**src/rtl/uart_bus_master_if.sv**
```systemverilog
// Byte-stream and register-bus signals of uart_bus_master, bundled as one interface.
// The master modport is the bus master's view; the slave modport is the environment's view.
interface uart_bus_master_if;
    logic [7:0]  rx_data;
    logic        rx_valid;
    logic [7:0]  tx_data;
    logic        tx_valid;
    logic        tx_ready;
    logic [15:0] uart_address;
    logic [7:0]  uart_write_data;
    logic [7:0]  uart_read_data;
    logic        uart_write;
    logic        uart_read;
    logic        uart_req;
    logic        uart_gnt;

    modport master (
        input  rx_data, rx_valid, tx_ready, uart_read_data, uart_gnt,
        output tx_data, tx_valid, uart_address, uart_write_data,
               uart_write, uart_read, uart_req
    );

    modport slave (
        output rx_data, rx_valid, tx_ready, uart_read_data, uart_gnt,
        input  tx_data, tx_valid, uart_address, uart_write_data,
               uart_write, uart_read, uart_req
    );
endinterface

```
**src/rtl/uart_bus_master.sv**
```systemverilog
// Turns UART byte commands ('W' hi lo data / 'R' hi lo) into single register-bus accesses.
// Optional macro UART_BUS_MASTER_WRITE_ACK_EN: a completed write answers with 'K' on TX.
module uart_bus_master #(
    parameter int unsigned TIMEOUT_CYCLES = 500000
) (
    input  logic               clk50_dup,
    input  logic               rst,
    uart_bus_master_if.master  bus
);

    localparam int CNT_W = $clog2(TIMEOUT_CYCLES + 1);
    localparam logic [CNT_W-1:0] TIMEOUT_LAST = CNT_W'(TIMEOUT_CYCLES - 1);
    localparam logic [7:0] OP_WRITE = 8'h57;
    localparam logic [7:0] OP_READ  = 8'h52;
    localparam logic [7:0] ACK_BYTE = 8'h4B;

    typedef enum logic [2:0] {
        IDLE, ADDR_HI, ADDR_LO, DATA, REQ, ACCESS, CAPTURE, SEND
    } state_t;

    state_t           state;
    state_t           next_state;
    logic [CNT_W-1:0] idle_count;
    logic             is_write;
    logic             in_cmd;
    logic             is_opcode;
    logic             timeout_hit;

    assign in_cmd      = (state == ADDR_HI) || (state == ADDR_LO) || (state == DATA);
    assign is_opcode   = (bus.rx_data == OP_WRITE) || (bus.rx_data == OP_READ);
    assign timeout_hit = in_cmd && !bus.rx_valid && (idle_count == TIMEOUT_LAST);

    always_ff @(posedge clk50_dup or posedge rst) begin
        if (rst)
            state <= IDLE;
        else
            state <= next_state;
    end

    // Inter-byte silence counter; only runs while a command is partially received.
    always_ff @(posedge clk50_dup or posedge rst) begin
        if (rst)
            idle_count <= '0;
        else if (!in_cmd || bus.rx_valid || timeout_hit)
            idle_count <= '0;
        else
            idle_count <= idle_count + CNT_W'(1);
    end

    always_comb begin
        next_state = state;
        case (state)
            IDLE: begin
                if (bus.rx_valid && is_opcode)
                    next_state = ADDR_HI;
            end
            ADDR_HI: begin
                if (timeout_hit)
                    next_state = IDLE;
                else if (bus.rx_valid)
                    next_state = ADDR_LO;
            end
            ADDR_LO: begin
                if (timeout_hit)
                    next_state = IDLE;
                else if (bus.rx_valid)
                    next_state = is_write ? DATA : REQ;
            end
            DATA: begin
                if (timeout_hit)
                    next_state = IDLE;
                else if (bus.rx_valid)
                    next_state = REQ;
            end
            REQ: begin
                if (bus.uart_gnt)
                    next_state = ACCESS;
            end
            ACCESS: begin
                if (is_write)
`ifdef UART_BUS_MASTER_WRITE_ACK_EN
                    next_state = SEND;
`else
                    next_state = IDLE;
`endif
                else
                    next_state = CAPTURE;
            end
            CAPTURE: next_state = SEND;
            SEND: begin
                if (bus.tx_ready)
                    next_state = IDLE;
            end
            default: next_state = IDLE;
        endcase
    end

    always_comb begin
        bus.uart_req   = (state == REQ) || (state == ACCESS);
        bus.uart_write = (state == ACCESS) && is_write;
        bus.uart_read  = (state == ACCESS) && !is_write;
        bus.tx_valid   = (state == SEND);
    end

    // Address and write data keep their last latched value between transactions.
    always_ff @(posedge clk50_dup or posedge rst) begin
        if (rst) begin
            is_write            <= 1'b0;
            bus.uart_address    <= '0;
            bus.uart_write_data <= '0;
            bus.tx_data         <= '0;
        end else begin
            case (state)
                IDLE: begin
                    if (bus.rx_valid && is_opcode)
                        is_write <= (bus.rx_data == OP_WRITE);
                end
                ADDR_HI: begin
                    if (bus.rx_valid)
                        bus.uart_address[15:8] <= bus.rx_data;
                end
                ADDR_LO: begin
                    if (bus.rx_valid)
                        bus.uart_address[7:0] <= bus.rx_data;
                end
                DATA: begin
                    if (bus.rx_valid)
                        bus.uart_write_data <= bus.rx_data;
                end
`ifdef UART_BUS_MASTER_WRITE_ACK_EN
                ACCESS: begin
                    if (is_write)
                        bus.tx_data <= ACK_BYTE;
                end
`endif
                CAPTURE: bus.tx_data <= bus.uart_read_data;
                default: ;
            endcase
        end
    end

endmodule
```
**src/flat_wrapper.sv**
```systemverilog
// flat-port wrapper written by rule: the top's interface ports become plain ports
module uart_bus_master_flat 
#(
    parameter int unsigned TIMEOUT_CYCLES = 500000
)
  (clk50_dup, rst, bus_rx_data, bus_rx_valid, bus_tx_ready, bus_uart_read_data, bus_uart_gnt, bus_tx_data, bus_tx_valid, bus_uart_address, bus_uart_write_data, bus_uart_write, bus_uart_read, bus_uart_req);
  uart_bus_master_if bus_i ();
  input  logic clk50_dup;
  input  logic rst;
  input wire logic [$bits(bus_i.rx_data)-1:0] bus_rx_data;
  input wire logic [$bits(bus_i.rx_valid)-1:0] bus_rx_valid;
  input wire logic [$bits(bus_i.tx_ready)-1:0] bus_tx_ready;
  input wire logic [$bits(bus_i.uart_read_data)-1:0] bus_uart_read_data;
  input wire logic [$bits(bus_i.uart_gnt)-1:0] bus_uart_gnt;
  output wire logic [$bits(bus_i.tx_data)-1:0] bus_tx_data;
  output wire logic [$bits(bus_i.tx_valid)-1:0] bus_tx_valid;
  output wire logic [$bits(bus_i.uart_address)-1:0] bus_uart_address;
  output wire logic [$bits(bus_i.uart_write_data)-1:0] bus_uart_write_data;
  output wire logic [$bits(bus_i.uart_write)-1:0] bus_uart_write;
  output wire logic [$bits(bus_i.uart_read)-1:0] bus_uart_read;
  output wire logic [$bits(bus_i.uart_req)-1:0] bus_uart_req;
  assign bus_i.rx_data = bus_rx_data;
  assign bus_i.rx_valid = bus_rx_valid;
  assign bus_i.tx_ready = bus_tx_ready;
  assign bus_i.uart_read_data = bus_uart_read_data;
  assign bus_i.uart_gnt = bus_uart_gnt;
  assign bus_tx_data = bus_i.tx_data;
  assign bus_tx_valid = bus_i.tx_valid;
  assign bus_uart_address = bus_i.uart_address;
  assign bus_uart_write_data = bus_i.uart_write_data;
  assign bus_uart_write = bus_i.uart_write;
  assign bus_uart_read = bus_i.uart_read;
  assign bus_uart_req = bus_i.uart_req;
  uart_bus_master #(.TIMEOUT_CYCLES(TIMEOUT_CYCLES)) u_core (.clk50_dup(clk50_dup), .rst(rst), .bus(bus_i));
endmodule
```
**config.mk**
```make
export PLATFORM = sky130hd
export DESIGN_NAME = uart_bus_master_flat
export DESIGN_NICKNAME = d
export VERILOG_FILES = /design/src/rtl/uart_bus_master_if.sv /design/src/rtl/uart_bus_master.sv /design/src/flat_wrapper.sv
export SDC_FILE = /design/constraint.sdc
export NUM_CORES = 1
export LEC_CHECK = 0
export ABC_CLOCK_PERIOD_IN_PS = 5240
export CAP_MARGIN = 20
export CORE_MARGIN = 3
export CORE_UTILIZATION = 35
export CTS_CLUSTER_SIZE = 28
export DETAILED_ROUTE_END_ITERATION = 10
export HOLD_SLACK_MARGIN = 0.06
export PLACE_DENSITY_LB_ADDON = 0.1
export RECOVER_POWER = 100
export SLEW_MARGIN = 20
export SYNTH_ARGS = -nofsm -noshare
export SYNTH_HDL_FRONTEND = slang
export SYNTH_SLANG_ARGS = --single-unit
```
**constraint.sdc**
```tcl
create_clock -name clk50_dup -period 5.24 [get_ports clk50_dup]
set_clock_uncertainty 0.15 [all_clocks]
set_input_delay 1.572 -clock clk50_dup [delete_from_list [all_inputs] [get_ports clk50_dup]]
set_output_delay 1.572 -clock clk50_dup [all_outputs]
set_load 0.01 [all_outputs]
```
==> impl_metrics.ini, run 1 <==
[run_status]
failed_checks = capacitance limit, slew limit
status = finished, violations left

[global_route]
grt_max_degree = 39
grt_pass1_wl_um = 8990
antenna_found_initial = 0
globalRouteTotalUtil_pct = 13.6
grt_pass1_vias = 1703
gr-total-overflow = 0

[clock_network]
cts-hold-fix-buffers = 0
ctsLongestPathBuffers = 2
cts_tree = yes
path_clk_slew_ps = 100
post_cts_resized = 0
cts.sinks = 55
htree_levels = 2
cts_buffers = 5
clkLatencyLatePin_ps = 310
cts_setup_buffers = 0
root_buffer = clkbuf_8

[place]
dp_hpwl_um = 3650
gp_congestion = 0.700
io_buffer_count = 56

[drt]
via_per_inst = 4.82
wl_um = 5300
first_pass_iters = 4
drc = 0
ant_nets = 0
dr.first_iter.drc_count = 91
wire_per_inst_um = 14.5
vias = 1765

[worst_setup_path]
regToRegStartpoint = u_core.idle_count[0]$_DFF_PP0_
worstSetupEndpointType = async pin
critPathKind = input pin to async pin
critPathRequiredTime_ps = 5370
cp_cell_sequence = dlygate4sd3_1 > inv_1 > clkbuf_1
r2r_cells = 5
crit_slowest_cell = inv_1
cp-start-kind = input pin
cp_top_family = buffers and inverters
arrival_ps = 4040
path_buf_inv = 3
path_max_fanout = 38
crit_path_max_incr_delay_ps = 1050
reg2reg_to = u_core.idle_count[12]$_DFF_PP0_
rrSetupSlack_ps = 2270

[synth]
postSynthAreaPerCell_um2 = 11.9
ys_seq_area_share_pct = 54.8
synth_ff_type = dfrtp_1
syn_area_um2 = 2510
synth_edf_count = 0
syn-num-nets = 234
ys_types = 45
yosys_warnings = 0
ys_seq_elements = 55
synthArstFlopShare_pct = 100
synth_cells = 212

[power]
peakVddDrop_uv = 207
powerDensity_nw_per_um2 = 482
p_leak_nw = 1.39
sw_frac_of_total_pct = 31.4
pwr-share-clk_pct = 19.2
p_switching_uw = 494
pwr-share-seq_pct = 42.4
p_int_mw = 1.08
power_mw = 1.57
comb_power_share_pct = 38.4

[timing]
max_freq_mhz = 256
finalHoldViolations = 0
slew_viol_final = 19
rsz0062_at_grt = false
fin_crit_sh_pct = 74.7
period_needed_ps = 3910
setup_viol = 0
setup_tns_ps = 0
tightest_slew_ps = 2010
max_slew_margin_pct = -35.5

[min_path]
hp-start = u_core.idle_count[0]$_DFF_PP0_
min_path_type = flip-flop to flip-flop
hold_depth = 1
worst_hold_path.endpoint = u_core.idle_count[0]$_DFF_PP0_

[finish]
multi_input_area_um2 = 1070
final_util_pct = 47.5
nFillCells = 674
register_area_um2 = 1380
antennaDiodeCount = 0
finalNetCount = 291
drive_gt1_share_pct = 16.3
area_growth_syn_to_layout_pct = 29.8

[job]
maxCapViolations = 2

[die]
io_pins = 57
die_h_um = 90.7
rows = 30
fp.coreArea_um2 = 6870
start_util_pct = 36.6
die_w_um = 90.7
dieArea_um2 = 8230
## how the worst max path moves through the flow
| stage | startpoint | endpoint | slack (ps) | cells past startpoint |
|---|---|---|---|---|
| final | rst | u_core.idle_count[10]$_DFF_PP0_ | 1330 | 3 |
| after global routing | rst | u_core.idle_count[1]$_DFF_PP0_ | 830 | 3 |
| after CTS | u_core.state[0]$_DFFE_PP0P_ | bus_uart_read | 1500 | 3 |
| after detailed placement | bus_rx_valid | u_core.bus.uart_address[14]$_DFFE_PP0P_ | 1740 | 4 |
| after global placement | bus_rx_valid | u_core.bus.uart_address[13]$_DFFE_PP0P_ | 1760 | 4 |
| after floorplan | rst | u_core.bus.tx_data[0]$_DFFE_PP0P_ | 2180 | 1 |
## cells by family (layout without fill, tap and decap cells)
| kind of cell | Yosys count | in the layout | synth area share [%] |
|---|---|---|---|
| adder cells (fa/ha/maj) | 1 | 1 | 0.498 |
| multiplexers | 32 | 32 | 14.3 |
| buffers and inverters | 11 | 69 | 2.39 |
| XOR/XNOR | 18 | 18 | 6.27 |
| AO/OA/AOI/OAI | 16 | 16 | 4.28 |
| AND/OR/NAND/NOR | 79 | 79 | 17.5 |
| flip-flops | 55 | 55 | 54.8 |
## power by group through the flow
stage / combinational (mW) / sequential [mW] / clock, mW
2_1_floorplan: 0.321 / 0.703 / 0
3_3_place_gp: 0.666 / 0.683 / 0
3_5_place_dp: 0.670 / 0.685 / 0
4_1_cts: 0.674 / 0.677 / 0.317
5_1_grt: 0.660 / 0.694 / 0.331
6_report: 0.605 / 0.668 / 0.301
## metrics by stage
stage	hold WS (ps)	instance area [um^2]	worst slack, ps	instances
3_5_place_dp	328	3160	1740	358
5_1_grt	371	3260	831	366
4_1_cts	342	3280	1500	366
3_3_place_gp	332	3160	1760	358
2_1_floorplan	300	2510	2180	212
6_report	335	3260	1330	366
## layout by cell type, fill, tap and decap left out, types with 2 or more instances in the layout
master	synthesis	layout
nor2b_1	4	4
and4_1	2	2
nand4_1	5	5
xor2_1	13	13
nor2_1	26	27
xnor2_1	5	5
a21oi_1	2	2
clkdlybuf4s50_1	0	10
dlygate4sd3_1	0	46
o21ai_0	5	6
nand2_1	9	9
clkbuf_8	0	6
and3_1	4	4
nor4b_1	2	2
nand3_1	8	9
mux2_2	32	32
inv_1	4	4
dfrtp_1	55	55
nor3_1	4	4
## Yosys cell counts, drive strengths merged, types with 4 or more instances
cell,count,share of area (%)
xnor2,5,1.7
inv,4,0.60
dfrtp,55,55
nand4,6,1.7
nand3,9,2.0
and3,4,1.0
nor2,27,4.1
nand2,9,1.3
xor2,13,4.5
buf,5,1.4
nor2b,4,1.0
mux2,32,14
o21ai,7,1.5
nor3,4,0.80
## state kept, by name, indices dropped and copies added (netlist names)
register and cells:
u_core.idle_count 19, u_core.is_write 1, u_core.bus.uart_address 16, u_core.bus.tx_data 8, u_core.bus.uart_write_data 8, u_core.state 3
## layer usage
layer	part of all wire [%]	global-route usage, %	up-vias
li1	-	-	853
met1	51	19.6	859
met2	42	19.1	46
met3	6.0	4.08	7
met4	1.4	4.59	0
met5	0	0	-
## area by class of cell
class | instances | area share (%)
clock buffers | 6 | 2.53
clock inverters | 2 | 1.19
inverters | 4 | 0.460
multi-input cells | 146 | 32.7
flip-flops and latches | 55 | 42.2
well taps | 96 | 3.68
repair buffers | 57 | 17.3
(Power assumes the default switching activity.)
==> run 2, diff against run 1 <==
--- a/config.mk
+++ b/config.mk
@@ -5,7 +5,7 @@
 export SDC_FILE = /design/constraint.sdc
 export NUM_CORES = 1
 export LEC_CHECK = 0
-export ABC_CLOCK_PERIOD_IN_PS = 5240
+export ABC_CLOCK_PERIOD_IN_PS = 3610
 export CAP_MARGIN = 20
 export CORE_MARGIN = 3
 export CORE_UTILIZATION = 35
==> constraint.sdc (replaced) <==
create_clock -name clk50_dup -period 3.61 [get_ports clk50_dup]
set_clock_uncertainty 0.15 [all_clocks]
set_input_delay 1.083 -clock clk50_dup [delete_from_list [all_inputs] [get_ports clk50_dup]]
set_output_delay 1.083 -clock clk50_dup [all_outputs]
set_load 0.01 [all_outputs]
==> run 2 against run 1 <==
The run still ends with capacitance limit, slew limit left. Cell count grew 0.27%. First-iteration DRC count shrank 46%. Clock-buffer cell count shrank 1. Power grew 41%. Wire length shrank 2.8%. Critical path depth is the same. Highest routed layer unchanged. Largest cell class unchanged. Cell area shrank 0.54%. Non-clock buffer count grew 1. Global-route usage shrank 0.20 points.
==> impl_metrics.ini, run 2 (synthesis results as in run 1) <==
[finish]
largest-register = u_core.idle_count
largest_reg_flops = 19
nFillCells = 661
area_growth_syn_to_layout_pct = 29.1
final_area_um2 = 3250
drive_gt1_share_pct = 17.0
finalNetCount = 292
final_common_cell = dfrtp_1
final_cell_mix = dfrtp_1, dlygate4sd3_1, mux2_2, nor2_1, clkdlybuf4s50_1
top_regs = u_core.idle_count x19, u_core.bus.uart_address x16
final_util_pct = 47.2
antennaDiodeCount = 0

[global_route]
grt_max_degree = 30
grt_pass1_wl_um = 8990
antenna_found_initial = 0
globalRouteTotalUtil_pct = 13.4
gr-total-overflow = 0
grt_pass1_vias = 1744

[worst_setup_path]
rrSetupSlack_ps = 610
worstSetupEndpointType = output port
path_max_fanout = 15
arrival_ps = 1950
cp_cell_sequence = nor2b_1 > and3_1 > dlygate4sd3_1
crit_slowest_cell = dlygate4sd3_1
cp-start-kind = flip-flop
reg2reg_to = u_core.idle_count[17]$_DFF_PP0_
critPathKind = flip-flop to output port
critPathRequiredTime_ps = 2380
crit_path_max_incr_delay_ps = 620
regToRegStartpoint = u_core.idle_count[0]$_DFF_PP0_
r2r_cells = 5

[die]
dieArea_um2 = 8230
rows = 30
die_w_um = 90.7
fp.coreArea_um2 = 6870
io_pins = 57
start_util_pct = 36.6
die_h_um = 90.7

[run_status]
status = finished, violations left
failed_checks = capacitance limit, slew limit

[min_path]
hold_depth = 1
min_path_type = flip-flop to flip-flop
worst_hold_path.endpoint = u_core.idle_count[0]$_DFF_PP0_
hp-start = u_core.idle_count[0]$_DFF_PP0_

[clock_network]
path_clk_slew_ps = 100
cts.sinks = 55
cts_tree = yes
post_cts_resized = 0
htree_levels = 2
cts_setup_buffers = 0
root_buffer = clkbuf_8
ctsLongestPathBuffers = 2
cts_buffers = 5
cts-hold-fix-buffers = 0
clkLatencyLatePin_ps = 310

[drt]
dr.first_iter.drc_count = 49
wire_per_inst_um = 14.0
first_pass_iters = 4
ant_nets = 0
via_per_inst = 4.70
drc = 0
vias = 1724
wl_um = 5150

[timing]
fin_crit_sh_pct = 88.1
slew_viol_final = 19
finalHoldViolations = 0
rsz0062_at_grt = false
period_needed_ps = 3180
max_freq_mhz = 314
holdWs_ps = 351
tightest_slew_ps = 2030
setup_viol = 0
setup_tns_ps = 0
max_slew_margin_pct = -37.0

[place]
postPlaceCellArea_um2 = 3180
io_buffer_count = 56
dp_hpwl_um = 3640
gp_congestion = 0.725

[job]
maxCapViolations = 1

[power]
peakVddDrop_uv = 271
power_mw = 2.22
powerDensity_nw_per_um2 = 683
p_leak_nw = 1.38
[run 2: per-layer routing]
layer / global-route usage, % / part of all wire (%) / vias to the layer above
met5: 0 / 0 / -
met3: 4.42 / 6.7 / 4
met4: 3.83 / 0.91 / 0
met1: 18.9 / 48 / 824
li1: - / - / 855
met2: 19.4 / 44 / 41
[run 2: how the worst max path moves through the flow]
stage,from,end
2_1_floorplan,rst,u_core.bus.tx_data[0]$_DFFE_PP0P_
3_3_place_gp,bus_rx_data[5],u_core.state[0]$_DFFE_PP0P_
3_5_place_dp,bus_rx_valid,u_core.is_write$_DFFE_PP0P_
4_1_cts,u_core.state[1]$_DFFE_PP0P_,bus_uart_write
5_1_grt,u_core.state[1]$_DFFE_PP0P_,bus_uart_write
6_report,u_core.state[1]$_DFFE_PP0P_,bus_uart_write
[run 2: cell type report]
class | count | area (um^2) | share of cell area, %
clock buffer | 5 | 68.8 | 2.12
clock inverter | 3 | 26.3 | 0.810
inverter | 4 | 15.0 | 0.463
multi-input combinational | 146 | 1070 | 32.8
sequential | 55 | 1380 | 42.4
tap | 96 | 120 | 3.70
timing repair buffer | 58 | 573 | 17.7
[run 2: power breakdown]
part	total, mW	leakage [nW]	internal, mW	switching [mW]
combinational	0.905	0.641	0.525	0.380
clock	0.360	0.0495	0.145	0.216
sequential	0.953	0.689	0.822	0.131
total	2.22	1.38	1.49	0.727
[run 2: critical path, delay by kind of cell (launching register included)]
family / cells / cell delay, ps
AND/OR/NAND/NOR: 2 / 470
flip-flops: 1 / 560
buffers and inverters: 1 / 620
[run 2: through the flow]
stage / std cells / setup WS [ps]
final: 367 / 428
after global routing: 367 / 323
after CTS: 367 / 484
after detailed placement: 359 / 607
after global placement: 359 / 660
after floorplan: 212 / 1030
==> run 3, diff against run 2 <==
--- a/config.mk
+++ b/config.mk
@@ -12,6 +12,7 @@
 export CTS_CLUSTER_SIZE = 28
 export DETAILED_ROUTE_END_ITERATION = 10
 export HOLD_SLACK_MARGIN = 0.06
+export MAX_ROUTING_LAYER = met4
 export PLACE_DENSITY_LB_ADDON = 0.1
 export RECOVER_POWER = 100
 export SLEW_MARGIN = 20
==> run 3 against run 2 <==
The flow still finishes with violations (capacitance limit, slew limit). Via count is the same. First-iteration DRC count grew 29%. Worst setup slack lost 0.52 ps. Sequential share of layout area is the same. Global-route usage grew 0.38 points. Wire length grew 0.25%. Die area is the same. Critical path depth is the same. Combinational power is essentially flat.
==> impl_metrics.ini, run 3 (synthesis results as in run 1) <==
[place]
post-place-ws_ps = 607
gp_congestion = 0.733
dp_hpwl_um = 3640
io_buffer_count = 56

[drt]
via_per_inst = 4.70
drc = 0
ant_nets = 0
dr.first_iter.drc_count = 63
first_pass_iters = 4
wl_um = 5160
vias = 1724
wire_per_inst_um = 14.1

[worst_setup_path]
reg2reg_to = u_core.idle_count[17]$_DFF_PP0_
worstSetupEndpointType = output port
r2r_cells = 5
critPathKind = flip-flop to output port
crit_cells = 3
crit_slowest_cell = dlygate4sd3_1
path_buf_inv = 1
cp_top_family = buffers and inverters
regToRegStartpoint = u_core.idle_count[0]$_DFF_PP0_
crit_path_max_incr_delay_ps = 620
cp-start-kind = flip-flop
critPathRequiredTime_ps = 2380
rrSetupSlack_ps = 620
cp_cell_sequence = nor2b_1 > and3_1 > dlygate4sd3_1
path_max_fanout = 15
arrival_ps = 1950

[global_route]
gr-total-overflow = 0
antenna_found_initial = 0
grt_pass1_wl_um = 9010
grt_max_degree = 30
globalRouteTotalUtil_pct = 13.7
grt_pass1_vias = 1740

[finish]
antennaDiodeCount = 0
final_common_cell = dfrtp_1
multi_input_area_um2 = 1070
top_regs = u_core.idle_count x19, u_core.bus.uart_address x16
final_cell_mix = dfrtp_1, dlygate4sd3_1, mux2_2, nor2_1, clkdlybuf4s50_1
final_util_pct = 47.2
nFillCells = 661
finalNetCount = 292
drive_gt1_share_pct = 17.0
largest-register = u_core.idle_count
largest_reg_flops = 19
area_growth_syn_to_layout_pct = 29.1
register_area_um2 = 1380

[die]
fp.coreArea_um2 = 6870
dieArea_um2 = 8230
io_pins = 57
die_w_um = 90.7
start_util_pct = 36.6
rows = 30
die_h_um = 90.7

[run_status]
status = finished, violations left
failed_checks = capacitance limit, slew limit

[min_path]
hold_depth = 1
worst_hold_path.endpoint = u_core.idle_count[0]$_DFF_PP0_
hp-start = u_core.idle_count[0]$_DFF_PP0_
min_path_type = flip-flop to flip-flop

[job]
maxCapViolations = 1

[clock_network]
root_buffer = clkbuf_8
cts-hold-fix-buffers = 0
cts_buffers = 5
post_cts_resized = 0
path_clk_slew_ps = 100
cts_setup_buffers = 0
clkLatencyLatePin_ps = 310
htree_levels = 2
cts.sinks = 55
ctsLongestPathBuffers = 2
cts_tree = yes

[timing]
setup_tns_ps = 0
finalHoldViolations = 0
rsz0062_at_grt = false
max_slew_margin_pct = -36.7
setup_viol = 0
fin_crit_sh_pct = 88.2
max_freq_mhz = 314
tightest_slew_ps = 2030
fin_ws_ps = 428
slew_viol_final = 19
period_needed_ps = 3180

[power]
peakVddDrop_uv = 271
powerDensity_nw_per_um2 = 684
p_leak_nw = 1.38
[run 3: worst reg2reg max path: cells and delay by family, from the launching register on]
kind / cells / cell delay (ps)
AND/OR/NAND/NOR: 3 / 470
adder cells (fa/ha/maj): 1 / 220
AO/OA/AOI/OAI: 1 / 1540
flip-flops: 1 / 410
[run 3: how the worst max path moves through the flow]
| stage | start | slack [ps] | end |
|---|---|---|---|
| after floorplan | rst | 1030 | u_core.bus.tx_data[0]$_DFFE_PP0P_ |
| after global placement | bus_rx_data[5] | 660 | u_core.state[0]$_DFFE_PP0P_ |
| after detailed placement | bus_rx_valid | 610 | u_core.is_write$_DFFE_PP0P_ |
| after CTS | u_core.state[1]$_DFFE_PP0P_ | 480 | bus_uart_write |
| after global routing | u_core.state[1]$_DFFE_PP0P_ | 320 | bus_uart_write |
| final | u_core.state[1]$_DFFE_PP0P_ | 430 | bus_uart_write |
[run 3: area by class of cell]
class	instances	area share (%)
flip-flops and latches	55	42.4
clock buffers	5	2.12
clock inverters	3	0.810
well taps	96	3.70
repair buffers	58	17.7
multi-input cells	146	32.8
inverters	4	0.463
[run 3: routing by layer]
layer | up-vias | part of all wire, % | GRT usage, %
li1 | 854 | - | -
met1 | 825 | 49 | 19.1
met2 | 41 | 44 | 19.3
met3 | 4 | 6.4 | 4.25
met4 | 0 | 0.91 | 3.83
met5 | - | 0 | -
[run 3: per-stage QoR]
| step | hold slack, ps | cell area, um^2 | power, mW | instances |
|---|---|---|---|---|
| floorplan | 300 | 2510 | 1.49 | 212 |
| global placement | 330 | 3180 | 1.97 | 359 |
| detailed placement | 335 | 3180 | 1.98 | 359 |
| CTS | 351 | 3270 | 2.35 | 367 |
| global route | 367 | 3250 | 2.38 | 367 |
| finish | 351 | 3250 | 2.22 | 367 |
[run 3: where the power goes]
part / internal [mW] / switching [mW]
clock network: 0.145 / 0.216
logic: 0.525 / 0.380
registers: 0.822 / 0.131
